===== src/rtl/ex_mem_skid_stage_if.sv =====
// EX->MEM handshake bundle: EX-side payload in, MEM-side payload out.
// master = producer/consumer environment, slave = the pipeline stage.
interface ex_mem_skid_stage_if #(
  parameter int DATA_W = 32,
  parameter int ADDR_W = 5
);
  logic              in_valid;
  logic              in_ready;
  logic [ADDR_W-1:0] in_wd;
  logic              in_wreg;
  logic [DATA_W-1:0] in_wdata;
  logic              in_enhilo;
  logic [DATA_W-1:0] in_hi;
  logic [DATA_W-1:0] in_lo;

  logic              out_valid;
  logic              out_ready;
  logic [ADDR_W-1:0] out_wd;
  logic              out_wreg;
  logic [DATA_W-1:0] out_wdata;
  logic              out_enhilo;
  logic [DATA_W-1:0] out_hi;
  logic [DATA_W-1:0] out_lo;

  modport master (
    output in_valid, in_wd, in_wreg, in_wdata, in_enhilo, in_hi, in_lo, out_ready,
    input  in_ready, out_valid, out_wd, out_wreg, out_wdata, out_enhilo, out_hi, out_lo
  );

  modport slave (
    input  in_valid, in_wd, in_wreg, in_wdata, in_enhilo, in_hi, in_lo, out_ready,
    output in_ready, out_valid, out_wd, out_wreg, out_wdata, out_enhilo, out_hi, out_lo
  );
endinterface


===== src/rtl/ex_mem_skid_stage.sv =====
// EX/MEM pipeline register with optional skid buffer (EX_MEM_SKID_STAGE_SKID_BUF_EN);
// without the macro it is a single register with combinational in_ready.
module ex_mem_skid_stage #(
  parameter int DATA_W = 32,
  parameter int ADDR_W = 5
) (
  input  logic                 clk,
  input  logic                 rst,
  input  logic                 flush,
  ex_mem_skid_stage_if.slave   bus,
  output logic [1:0]           occ
);
  typedef struct packed {
    logic [ADDR_W-1:0] wd;
    logic              wreg;
    logic [DATA_W-1:0] wdata;
    logic              enhilo;
    logic [DATA_W-1:0] hi;
    logic [DATA_W-1:0] lo;
  } entry_t;

  entry_t in_e, m_q, m_n;
  logic   m_valid_q, m_valid_n;
  logic   accept, retire, m_free;

  always_comb begin
    in_e.wd     = bus.in_wd;
    in_e.wreg   = bus.in_wreg;
    in_e.wdata  = bus.in_wdata;
    in_e.enhilo = bus.in_enhilo;
    in_e.hi     = bus.in_hi;
    in_e.lo     = bus.in_lo;
  end

  assign retire = m_valid_q & bus.out_ready;
  assign m_free = ~m_valid_q | retire;
  assign accept = bus.in_valid & bus.in_ready;

`ifdef EX_MEM_SKID_STAGE_SKID_BUF_EN
  entry_t s_q, s_n;
  logic   s_valid_q, s_valid_n;
  logic   in_ready_q;

  // in_ready_q is only deasserted while S holds an entry, so an accept with
  // M stalled always lands in an empty S.
  always_comb begin
    m_n       = m_q;
    s_n       = s_q;
    m_valid_n = m_valid_q;
    s_valid_n = s_valid_q;
    if (flush) begin
      m_valid_n = 1'b0;
      s_valid_n = 1'b0;
    end else if (m_free) begin
      if (s_valid_q) begin
        m_n       = s_q;
        m_valid_n = 1'b1;
        if (accept) s_n = in_e;
        else        s_valid_n = 1'b0;
      end else begin
        m_valid_n = accept;
        if (accept) m_n = in_e;
      end
    end else if (accept) begin
      s_n       = in_e;
      s_valid_n = 1'b1;
    end
  end

  always_ff @(posedge clk) begin
    if (!rst) begin
      m_q        <= '0;
      s_q        <= '0;
      m_valid_q  <= 1'b0;
      s_valid_q  <= 1'b0;
      in_ready_q <= 1'b0;
    end else begin
      m_q        <= m_n;
      s_q        <= s_n;
      m_valid_q  <= m_valid_n;
      s_valid_q  <= s_valid_n;
      in_ready_q <= ~s_valid_n;
    end
  end

  assign bus.in_ready = in_ready_q;
  assign occ          = {1'b0, m_valid_q} + {1'b0, s_valid_q};
`else
  always_comb begin
    m_n       = m_q;
    m_valid_n = m_valid_q;
    if (flush) begin
      m_valid_n = 1'b0;
    end else if (m_free) begin
      m_valid_n = accept;
      if (accept) m_n = in_e;
    end
  end

  always_ff @(posedge clk) begin
    if (!rst) begin
      m_q       <= '0;
      m_valid_q <= 1'b0;
    end else begin
      m_q       <= m_n;
      m_valid_q <= m_valid_n;
    end
  end

  assign bus.in_ready = rst & (~m_valid_q | bus.out_ready);
  assign occ          = {1'b0, m_valid_q};
`endif

  // Write enables are gated so a bubble never commits a register write.
  assign bus.out_valid  = m_valid_q;
  assign bus.out_wd     = m_q.wd;
  assign bus.out_wreg   = m_q.wreg & m_valid_q;
  assign bus.out_wdata  = m_q.wdata;
  assign bus.out_enhilo = m_q.enhilo & m_valid_q;
  assign bus.out_hi     = m_q.hi;
  assign bus.out_lo     = m_q.lo;
endmodule

===== src/flat_wrapper.sv =====
// flat-port wrapper written by rule: the top's interface ports become plain ports
module ex_mem_skid_stage_flat 
#(
  parameter int DATA_W = 32,
  parameter int ADDR_W = 5
)
  (clk, rst, flush, occ, bus_in_valid, bus_in_wd, bus_in_wreg, bus_in_wdata, bus_in_enhilo, bus_in_hi, bus_in_lo, bus_out_ready, bus_in_ready, bus_out_valid, bus_out_wd, bus_out_wreg, bus_out_wdata, bus_out_enhilo, bus_out_hi, bus_out_lo);
  ex_mem_skid_stage_if #(.DATA_W(DATA_W), .ADDR_W(ADDR_W)) bus_i ();
  input  logic clk;
  input  logic rst;
  input  logic flush;
  output logic [1:0] occ;
  input wire logic [$bits(bus_i.in_valid)-1:0] bus_in_valid;
  input wire logic [$bits(bus_i.in_wd)-1:0] bus_in_wd;
  input wire logic [$bits(bus_i.in_wreg)-1:0] bus_in_wreg;
  input wire logic [$bits(bus_i.in_wdata)-1:0] bus_in_wdata;
  input wire logic [$bits(bus_i.in_enhilo)-1:0] bus_in_enhilo;
  input wire logic [$bits(bus_i.in_hi)-1:0] bus_in_hi;
  input wire logic [$bits(bus_i.in_lo)-1:0] bus_in_lo;
  input wire logic [$bits(bus_i.out_ready)-1:0] bus_out_ready;
  output wire logic [$bits(bus_i.in_ready)-1:0] bus_in_ready;
  output wire logic [$bits(bus_i.out_valid)-1:0] bus_out_valid;
  output wire logic [$bits(bus_i.out_wd)-1:0] bus_out_wd;
  output wire logic [$bits(bus_i.out_wreg)-1:0] bus_out_wreg;
  output wire logic [$bits(bus_i.out_wdata)-1:0] bus_out_wdata;
  output wire logic [$bits(bus_i.out_enhilo)-1:0] bus_out_enhilo;
  output wire logic [$bits(bus_i.out_hi)-1:0] bus_out_hi;
  output wire logic [$bits(bus_i.out_lo)-1:0] bus_out_lo;
  assign bus_i.in_valid = bus_in_valid;
  assign bus_i.in_wd = bus_in_wd;
  assign bus_i.in_wreg = bus_in_wreg;
  assign bus_i.in_wdata = bus_in_wdata;
  assign bus_i.in_enhilo = bus_in_enhilo;
  assign bus_i.in_hi = bus_in_hi;
  assign bus_i.in_lo = bus_in_lo;
  assign bus_i.out_ready = bus_out_ready;
  assign bus_in_ready = bus_i.in_ready;
  assign bus_out_valid = bus_i.out_valid;
  assign bus_out_wd = bus_i.out_wd;
  assign bus_out_wreg = bus_i.out_wreg;
  assign bus_out_wdata = bus_i.out_wdata;
  assign bus_out_enhilo = bus_i.out_enhilo;
  assign bus_out_hi = bus_i.out_hi;
  assign bus_out_lo = bus_i.out_lo;
  ex_mem_skid_stage #(.DATA_W(DATA_W), .ADDR_W(ADDR_W)) u_core (.clk(clk), .rst(rst), .flush(flush), .bus(bus_i), .occ(occ));
endmodule

===== config.mk =====
export PLATFORM = sky130hd
export DESIGN_NAME = ex_mem_skid_stage_flat
export DESIGN_NICKNAME = d
export VERILOG_FILES = /design/src/rtl/ex_mem_skid_stage_if.sv /design/src/rtl/ex_mem_skid_stage.sv /design/src/flat_wrapper.sv
export SDC_FILE = /design/constraint.sdc
export NUM_CORES = 1
export LEC_CHECK = 0
export ABC_AREA = 1
export ABC_CLOCK_PERIOD_IN_PS = 3350
export BUFFER_PORTS_ARGS = -buffer_cell sky130_fd_sc_hd__buf_2
export CORE_MARGIN = 2
export CORE_UTILIZATION = 54
export CTS_BUF_LIST = sky130_fd_sc_hd__clkbuf_4 sky130_fd_sc_hd__clkbuf_8
export DETAILED_ROUTE_END_ITERATION = 7
export GPL_TIMING_DRIVEN = 0
export PLACE_DENSITY = 0.89
export SLEW_MARGIN = 20
export SYNTH_ARGS = -nofsm -noshare
export SYNTH_HDL_FRONTEND = slang
export SYNTH_SLANG_ARGS = --single-unit

===== constraint.sdc =====
create_clock -name clk -period 3.35 [get_ports clk]
set_input_delay 0.1675 -clock clk [delete_from_list [all_inputs] [get_ports clk]]
set_output_delay 0.1675 -clock clk [all_outputs]
set_load 0.03 [all_outputs]

==> run_results.csv, run 1 <==
group,metric,value,unit
finish,layout.nets,1124,
clocking,cts_root_buffer,"clkbuf_8",
clocking,cts_tree,"yes",
grt,grt_max_degree,18,
sta,slew_violations,0,
clocking,htreeDepth,3,
finish,design_area,0.00682,mm^2
detailed_routing,drt_drc_violations_left,0,
sta,fin_setup_tns,0,ns
detailed_routing,vias,5305,
place,dpl.hpwl,10200,um
pwr,power_leakage,3.96,nW
sta,layout_min_cycle_time,1.70,ns
sta,max_slew_margin,0.632,
grt,grt-ovfl-total,0,
place,io_buffers,211,
synthesis,yosysSeqAreaShare,0.385,
sta,worst_pin_slew,0.552,ns
synthesis,synth_nets,902,
pwr,irDropWorstVdd,211,uV
grt,grtUsageMet2,0.420,
grt,grt_busiest_layer,"met2",
finish,utilization,0.698,
sta,rsz0062_at_grt,"no",
outcome,status,"complete, no violations",
floorplanning,io_pins,215,
clocking,cts-hold-fix-buffers,0,
synthesis,synth_ff_type,"dfxtp_1",
place,dpl_cell_area,0.00664,mm^2
clocking,post_cts_buffers,0,
setup_path,start_kind,"flip-flop",
setup_path,cp_max_fo,10,
detailed_routing,vias_per_cell,4.60,
floorplanning,die_y,104,um
finish,areaGrowthSynthToFinish,26.0,%
synthesis,synthCells,794,
sta,fin_crit_sh,0.508,
detailed_routing,wl,13100,um
setup_path,end_kind,"flip-flop",
synthesis,synth_edf_count,0,
clocking,clk_latency,0.36,ns
synthesis,synth_top_area_cell,"dfxtp_1",
finish,ff_latch_area,0.00208,mm^2
grt,grt_pass1_vias,4536,
synthesis,syn_area,0.00541,mm^2
finish,num_antenna_cells,0,
detailed_routing,drt_iter0_markers,195,
clocking,cts.sinks,104,
finish,layout-drive-gt1-share,0.355,
grt,grt_util_all_layers,0.233,
synthesis,synth_cell_types,15,
flow_run,max-cap-violations,0,
finish,nFillCells,877,
synthesis,ys_ff_latch,104,
setup_path,r2r-start,"u_core.bus.out_valid$_SDFFE_PP0P_",
worst_hold_path,hp-start,"flush",
synthesis,syn_avg_cell_area,6.82,um^2
pwr,power_density,393,mW/mm^2
synthesis,yosys_warnings,0,
worst_hold_path,whs_endpoint,"u_core.bus.out_valid$_SDFFE_PP0P_",
synthesis,synth.cells.most_frequent,"nor2_1, nand2_1, inv_1",
place,place_congestion,0.856,
setup_path,r2r_slack,1.65,ns
setup_path,critPathKind,"flip-flop to flip-flop",
worst_hold_path,hold_class,"input port to flip-flop",
sta,max_freq,587,MHz
floorplanning,row_count,36,
setup_path,critPathArrivalTime,1.96,ns
sta,skew,0.00948,ns
clocking,numCtsBuffers,9,
grt,grt_use_met3,0.0602,
sta,hold_viol,0,
grt,met1_usage,0.279,
worst_hold_path,whs_path_depth,4,
setup_path,r2r-end,"u_core.bus.out_lo[16]$_SDFFE_PN0P_",
setup_path,r2r_cells,6,
synthesis,synth_top_area_frac,0.385,
synthesis,yosysMostFrequentCell,"nor2_1",
floorplanning,die_w,104,um
grt,antenna_found_initial,1,
setup_path,critPathRequiredTime,3.61,ns
clocking,clockBufferDepth,2,
clocking,clkTransAtPathRegs,0.10,ns
synthesis,ys_async_sr_fraction,0,
synthesis,synth.area.top_cells,"dfxtp_1, nor2_1, buf_4",
floorplanning,core,0.00977,mm^2
clocking,postCtsResizedCells,0,
sta,setup_violations,0,
finish,multi_input_area,0.00185,mm^2
grt,grt_pass1_wl,20800,um
floorplanning,start_util,0.554,
detailed_routing,wl_per_cell,11.3,um
detailed_routing,first_pass_iters,4,
detailed_routing,ant_nets,0,
floorplanning,dieArea,0.0108,mm^2
through the flow:
step                      cells  hold WS (ns)  power [W]  worst slack [ns]
final                      1154        0.0961    0.00268              1.65
after global placement     1138         0.461    0.00196              1.65
after floorplan             794         0.326    0.00179              1.97
after global routing       1154        0.0964    0.00283              1.47
after detailed placement   1138         0.470    0.00197              1.63
after CTS                  1154        0.0818    0.00271              1.61
critical path, stage by stage (launching register included):
cell      delay (ns)
dfxtp_1         0.39
nand2_1         0.19
clkbuf_1        0.46
buf_2           0.32
nand4_1         0.12
nand2_1         0.08
nor2_1          0.04
worst max-delay path by stage:
stage	slack (ns)	depth (start not counted)	to	startpoint
final	1.65	6	u_core.bus.out_lo[16]$_SDFFE_PN0P_	u_core.bus.out_valid$_SDFFE_PP0P_
after global routing	1.47	6	u_core.bus.out_wdata[10]$_SDFFE_PN0P_	u_core.bus.out_valid$_SDFFE_PP0P_
after CTS	1.61	6	u_core.bus.out_lo[16]$_SDFFE_PN0P_	u_core.bus.out_valid$_SDFFE_PP0P_
after detailed placement	1.63	6	u_core.bus.out_lo[12]$_SDFFE_PN0P_	u_core.bus.out_valid$_SDFFE_PP0P_
after global placement	1.65	6	u_core.bus.out_lo[17]$_SDFFE_PN0P_	u_core.bus.out_valid$_SDFFE_PP0P_
after floorplan	1.97	6	u_core.bus.out_hi[20]$_SDFFE_PN0P_	u_core.bus.out_valid$_SDFFE_PP0P_
layer usage:
metal | wire length, um | vias to the layer above
met3 | 1090 | 7
li1 | - | 2780
met2 | 6360 | 182
met1 | 5550 | 2336
met5 | 0 | -
met4 | 95 | 0
power breakdown:
part	total, W	internal, W	leakage [nW]	switching, W
registers	0.00133	0.00130	0.850	0.0000323
logic	0.000604	0.000247	3.02	0.000357
clock network	0.000747	0.000307	0.0942	0.000440
cells by family after synthesis:
family	after synthesis	share of synthesized area
buffers and inverters	268	0.273
flip-flops	104	0.385
AND/OR/NAND/NOR	419	0.340
AO/OA/AOI/OAI	2	0.00185
other	1	0.000693
flip-flops by register name, indices dropped and copies added, names as in the netlist:
signal                flops
u_core.bus.out_wdata     32
u_core.bus.out_valid      1
u_core.m_q                2
u_core.bus.out_lo        32
u_core.bus.out_wd         5
u_core.bus.out_hi        32
cells in the final DEF, fill, tap and decap left out:
| cell | instances |
|---|---|
| buf_1 | 13 |
| dfxtp_1 | 104 |
| clkbuf_4 | 1 |
| buf_2 | 231 |
| nor2_4 | 1 |
| inv_6 | 3 |
| clkinvlp_4 | 1 |
| a21oi_1 | 2 |
| nor2_2 | 1 |
| inv_1 | 106 |
| nand2_1 | 107 |
| clkbuf_1 | 16 |
| inv_2 | 2 |
| buf_6 | 8 |
| buf_4 | 103 |
| nor2_1 | 207 |
| clkbuf_8 | 10 |
| conb_1 | 1 |
| clkinv_2 | 1 |
| nand4_1 | 103 |
cell type report:
type                            count  area share
Inverter                          108      0.0594
Sequential cell                   104       0.305
Clock buffer                       11      0.0213
Timing Repair Buffer              211       0.155
Multi-Input combinational cell    422       0.272
Clock inverter                      5     0.00569
Buffer                            160       0.157
Tap cell                          133      0.0244
Note: power is estimated with default switching activity, not from simulation.
==> inputs of run 2 (changes only) <==
--- a/config.mk
+++ b/config.mk
@@ -6,14 +6,14 @@
 export NUM_CORES = 1
 export LEC_CHECK = 0
 export ABC_AREA = 1
-export ABC_CLOCK_PERIOD_IN_PS = 3350
+export ABC_CLOCK_PERIOD_IN_PS = 1500
 export BUFFER_PORTS_ARGS = -buffer_cell sky130_fd_sc_hd__buf_2
 export CORE_MARGIN = 2
-export CORE_UTILIZATION = 54
+export CORE_UTILIZATION = 46
 export CTS_BUF_LIST = sky130_fd_sc_hd__clkbuf_4 sky130_fd_sc_hd__clkbuf_8
 export DETAILED_ROUTE_END_ITERATION = 7
 export GPL_TIMING_DRIVEN = 0
-export PLACE_DENSITY = 0.89
+export PLACE_DENSITY = 0.8
 export SLEW_MARGIN = 20
 export SYNTH_ARGS = -nofsm -noshare
 export SYNTH_HDL_FRONTEND = slang
==> constraint.sdc (replaced) <==
create_clock -name clk -period 1.5 [get_ports clk]
set_input_delay 0.075 -clock clk [delete_from_list [all_inputs] [get_ports clk]]
set_output_delay 0.075 -clock clk [all_outputs]
set_load 0.03 [all_outputs]
==> run 2 against run 1 <==
Against the previous run:
- sequential share of layout area fell by 0.23 points
- cell count is 0.95% higher
- design area rose by 0.81%
- sequential power is 120% higher
- critical endpoint is now u_core.bus.out_wdata[28]$_SDFFE_PN0P_
==> run_results.csv, run 2 (same netlist as run 1, synthesis figures left out) <==
group,metric,value,unit
detailed_routing,first_pass_iters,4,
setup_path,critPathArrivalTime,1.70,ns
detailed_routing,vias_per_cell,4.54,
flow_run,max-cap-violations,0,
setup_path,cp_max_fo,10,
clocking,cts_tree,"yes",
worst_hold_path,hold_class,"input port to flip-flop",
setup_path,r2r-end,"u_core.bus.out_wdata[28]$_SDFFE_PN0P_",
pwr,seq_power_share,0.484,
sta,fin_crit_sh,0.936,
finish,fin_cells,1165,
sta,max_slew_margin,0.567,
finish,layout.nets,1125,
clocking,htreeDepth,3,
floorplanning,die_w,112,um
setup_path,critPathKind,"input port to flip-flop",
floorplanning,core,0.0115,mm^2
place,dpl.hpwl,10200,um
grt,grt_pass1_vias,4638,
clocking,clk_latency,0.36,ns
sta,hold_viol,0,
pwr,power_density,895,mW/mm^2
floorplanning,start_util,0.472,
sta,rsz0062_at_grt,"no",
finish,num_antenna_cells,0,
finish,layout_commonest_cell,"buf_2",
detailed_routing,vias,5286,
setup_path,r2r-start,"u_core.bus.out_valid$_SDFFE_PP0P_",
worst_hold_path,whs_endpoint,"u_core.bus.out_lo[12]$_SDFFE_PN0P_",
sta,skew,0.00704,ns
detailed_routing,wl,13800,um
grt,grt_max_degree,17,
finish,mostFrequentLayoutCells,"buf_2, nor2_1, inv_1, nand2_1, buf_4",
setup_path,r2r_cells,7,
floorplanning,dieArea,0.0127,mm^2
setup_path,end_kind,"flip-flop",
grt,grt_util_all_layers,0.210,
pwr,comb_power_share,0.221,
pwr,power.net_switching,0.00186,W
clocking,numCtsBuffers,9,
sta,worst_pin_slew,0.650,ns
clocking,clkTransAtPathRegs,0.10,ns
worst_hold_path,whs_path_depth,5,
sta,slew_violations,0,
sta,fin_setup_tns,0,ns
place,io_buffers,211,
clocking,clockBufferDepth,2,
worst_hold_path,hp-start,"bus_in_lo[12]",
sta,layout_min_cycle_time,1.40,ns
outcome,status,"complete, no violations",
place,place_congestion,0.806,
floorplanning,row_count,39,
place,dp_cells,1148,
pwr,clkPwrFrac,0.295,
floorplanning,io_pins,215,
detailed_routing,ant_nets,0,
detailed_routing,drt_drc_violations_left,0,
grt,grt-ovfl-total,0,
detailed_routing,wl_per_cell,11.8,um
setup_path,start_kind,"input port",
setup_path,critPathRequiredTime,1.80,ns
pwr,irDropWorstVdd,548,uV
detailed_routing,drt_iter0_markers,310,
clocking,cts_root_buffer,"clkbuf_8",
pwr,p_int,0.00429,W
setup_path,r2r_slack,0.14,ns
sta,setup_violations,0,
clocking,cts.sinks,104,
grt,grt_pass1_wl,21900,um
finish,utilization,0.600,
sta,max_freq,712,MHz
floorplanning,die_y,112,um
pwr,power_leakage,3.98,nW
finish,layout-drive-gt1-share,0.357,
grt,antenna_found_initial,0,
pwr,p_sw_frac,0.302,
pwr,total_power,0.00616,W
finish,areaGrowthSynthToFinish,27.0,%
## run 2: cell count changes in the layout (fill, tap and decap cells not counted), sizes merged
cell         delta
clkinv          +2
dlygate4sd3     +1
bufinv          +1
buf             -2
inv             -3
clkbuf          +2
## run 2: worst max-delay path by stage
stage | start | end | slack, ns | depth (start not counted)
after floorplan | u_core.bus.out_valid$_SDFFE_PP0P_ | u_core.bus.out_hi[20]$_SDFFE_PN0P_ | 0.12 | 6
after global placement | u_core.bus.out_valid$_SDFFE_PP0P_ | u_core.bus.out_lo[11]$_SDFFE_PN0P_ | -0.25 | 6
after detailed placement | u_core.bus.out_valid$_SDFFE_PP0P_ | u_core.bus.out_lo[11]$_SDFFE_PN0P_ | -0.28 | 6
after CTS | u_core.bus.out_valid$_SDFFE_PP0P_ | u_core.bus.out_wdata[14]$_SDFFE_PN0P_ | 0.0004 | 6
after global routing | flush | u_core.bus.out_wdata[28]$_SDFFE_PN0P_ | 0.01 | 9
final | flush | u_core.bus.out_wdata[28]$_SDFFE_PN0P_ | 0.1 | 9
## run 2: final cells by class
type | count | area (um^2)
sequential | 104 | 2080
clock buffer | 11 | 145
fill | 1116 | 4590
clock inverter | 5 | 56.3
inverter | 108 | 405
tap | 143 | 179
buffer | 160 | 1080
timing repair buffer | 212 | 1070
multi-input combinational | 422 | 1860
## run 2: critical path, stage by stage
cell,delay (ns)
dlygate4sd3_1,0.54
buf_2,0.13
nor2_4,0.16
inv_2,0.06
nor2_2,0.20
buf_6,0.21
buf_6,0.16
nor2_1,0.05
nor2_1,0.11
## run 2: power by group through the flow
stage                     Clock [W]  Combinational (W)  Sequential [W]
after global placement            0            0.00135         0.00303
final                       0.00182            0.00136         0.00298
after CTS                   0.00184            0.00136         0.00298
after global routing        0.00196            0.00149         0.00300
after detailed placement          0            0.00136         0.00304
after floorplan                   0           0.000969         0.00302
## run 2: repair_timing
action,4_1_cts,5_1_grt
hold buffers,1,0
setup buffers,0,0
setup endpoints to repair,73,70
resized for setup,2,7
endpoints found under the hold margin,1,0
## run 2: metal layers
layer,track usage,up-vias,share of wire
met5,0,-,0
met4,0.0585,0,0.012
met3,0.0481,11,0.074
met2,0.357,173,0.46
met1,0.269,2318,0.45
li1,-,2784,-
## run 2: per-stage QoR
stage          cell area [um^2]  worst slack [ns]  hold WS, ns
2_1_floorplan              5410             0.125        0.234
3_3_place_gp               6650            -0.253        0.366
3_5_place_dp               6650            -0.280        0.370
4_1_cts                    6860          0.000361       0.0147
5_1_grt                    6880            0.0124       0.0307
6_report                   6880            0.0963       0.0289
==> inputs of run 3 (changes only) <==
--- a/config.mk
+++ b/config.mk
@@ -14,7 +14,6 @@
 export DETAILED_ROUTE_END_ITERATION = 7
 export GPL_TIMING_DRIVEN = 0
 export PLACE_DENSITY = 0.8
-export SLEW_MARGIN = 20
 export SYNTH_ARGS = -nofsm -noshare
 export SYNTH_HDL_FRONTEND = slang
 export SYNTH_SLANG_ARGS = --single-unit
==> constraint.sdc (replaced) <==
create_clock -name clk -period 1.5 [get_ports clk]
set_input_delay 0.075 -clock clk [delete_from_list [all_inputs] [get_ports clk]]
set_output_delay 0.075 -clock clk [all_outputs]
set_load 0.1 [all_outputs]
==> run 3 against run 2 <==
Against the previous run:
- non-clock buffer count unchanged
- first-iteration DRC count increased by 14%
- critical path depth decreased by 7
- global-route usage decreased by 0.094 points
- via count decreased by 0.85%
- design area decreased by 0.47%
- power increased by 8.4%
- routed wire length decreased by 2.1%
- combinational power increased by 55%
- critical endpoint is now bus_in_ready
==> run_results.csv, run 3 (same netlist as run 1, synthesis figures left out) <==
group,metric,value,unit
outcome,status,"complete, no violations",
sta,rsz0062_at_grt,"no",
clocking,clockBufferDepth,2,
finish,num_antenna_cells,0,
detailed_routing,wl_met1,5830,um
detailed_routing,wl_met2,6330,um
grt,grt-ovfl-total,0,
sta,setup_violations,0,
setup_path,critPathRequiredTime,1.42,ns
clocking,cts.sinks,104,
sta,fin_crit_sh,0.959,
finish,layout.nets,1125,
floorplanning,io_pins,215,
clocking,numCtsBuffers,9,
detailed_routing,first_pass_iters,4,
pwr,total_power,0.00667,W
worst_hold_path,hold_class,"input port to flip-flop",
detailed_routing,wl_per_cell,11.6,um
sta,slew_violations,0,
floorplanning,row_count,39,
setup_path,critPathKind,"flip-flop to primary output",
detailed_routing,vias_per_cell,4.51,
sta,hold_viol,0,
finish,areaGrowthSynthToFinish,26.4,%
clocking,htreeDepth,3,
detailed_routing,drt_iter0_markers,352,
sta,layout_min_cycle_time,1.44,ns
sta,whs,0.0293,ns
finish,mostFrequentLayoutCells,"buf_2, nor2_1, inv_1, nand2_1, buf_4",
place,place_congestion,0.800,
sta,worst_pin_slew,0.629,ns
detailed_routing,drt_drc_violations_left,0,
clocking,post_cts_buffers,0,
sta,max_freq,695,MHz
detailed_routing,vias,5241,
finish,layout_commonest_cell,"buf_2",
pwr,irDropWorstVdd,579,uV
floorplanning,die_w,112,um
grt,antenna_found_initial,2,
sta,skew,0.00516,ns
detailed_routing,ant_nets,0,
floorplanning,die_y,112,um
place,dpl.hpwl,10300,um
grt,grt_pass1_vias,4664,
detailed_routing,wl,13500,um
floorplanning,start_util,0.472,
grt,grt_max_degree,15,
setup_path,end_kind,"primary output",
floorplanning,core,0.0115,mm^2
sta,max_slew_margin,0.581,
setup_path,cp_max_fo,7,
floorplanning,dieArea,0.0127,mm^2
clocking,clkTransAtPathRegs,0.09,ns
finish,nFillCells,1164,
setup_path,start_kind,"flip-flop",
clocking,cts_root_buffer,"clkbuf_8",
pwr,power_leakage,3.97,nW
grt,grt_util_all_layers,0.209,
clocking,cts_tree,"yes",
grt,grt_pass1_wl,21500,um
finish,layout-drive-gt1-share,0.357,
place,io_buffers,211,
setup_path,critPathArrivalTime,1.36,ns
detailed_routing,top_layer,"met5",
clocking,clk_latency,0.36,ns
flow_run,max-cap-violations,0,
pwr,power_density,975,mW/mm^2
detailed_routing,wl_met3,1110,um
-- run 3: repair_timing --
item                       4_1_cts  5_1_grt
setup endpoints to repair       70       70
hold buffers                     1        0
gates cloned                     0        0
gates resized for setup          1        6
pin swaps                        0        0
hold endpoints to repair         1        0
-- run 3: stage by stage --
stage / TNS [ns] / util / cell area, um^2 / cells / worst slack (ns)
after CTS: 0 / 0.596 / 6830 / 1163 / 0.0135
after global routing: 0 / 0.597 / 6840 / 1163 / 0.0165
after global placement: -13.52 / 0.580 / 6660 / 1148 / -0.226
final: 0 / 0.597 / 6840 / 1163 / 0.0618
after floorplan: 0 / - / 5420 / 794 / 0.0775
after detailed placement: -13.14 / 0.580 / 6660 / 1148 / -0.217
-- run 3: final cells by class --
cell class / instances / area, um^2 / share of cell area
multi-input combinational: 422 / 1860 / 0.272
timing repair buffer: 212 / 1070 / 0.156
clock inverter: 1 / 5.00 / 0.000731
inverter: 108 / 405 / 0.0592
buffer: 160 / 1080 / 0.158
tap: 143 / 179 / 0.0261
sequential: 104 / 2090 / 0.305
clock buffer: 13 / 160 / 0.0234
-- run 3: report_power, final --
part           total, W  leakage [nW]  internal (W)  switching [W]
Combinational   0.00211          3.03      0.000553        0.00156
Clock           0.00159        0.0896      0.000687       0.000899
Sequential      0.00297         0.851       0.00290      0.0000717
-- run 3: routing by layer --
layer | track usage | vias up
met5 | 0 | -
met4 | 0.0642 | 2
met3 | 0.0616 | 16
met2 | 0.363 | 176
met1 | 0.250 | 2268
li1 | - | 2779
-- run 3: path summary, 6_finish.rpt --
kind	startpoint	slack, ns	cells past startpoint	to
setup / recovery	u_core.bus.out_valid$_SDFFE_PP0P_	0.06	2	bus_in_ready
setup reg to reg	u_core.bus.out_valid$_SDFFE_PP0P_	0.14	7	u_core.bus.out_lo[4]$_SDFFE_PN0P_
hold reg to reg	u_core.bus.out_lo[30]$_SDFFE_PN0P_	0.49	2	u_core.bus.out_lo[30]$_SDFFE_PN0P_
hold / removal	bus_in_wdata[3]	0.03	5	u_core.bus.out_wdata[3]$_SDFFE_PN0P_
-- run 3: worst max-delay path, cell delays in order, from the launching register on --
cell     delay [ns]
dfxtp_4        0.38
a21oi_2        0.17
buf_2          0.45
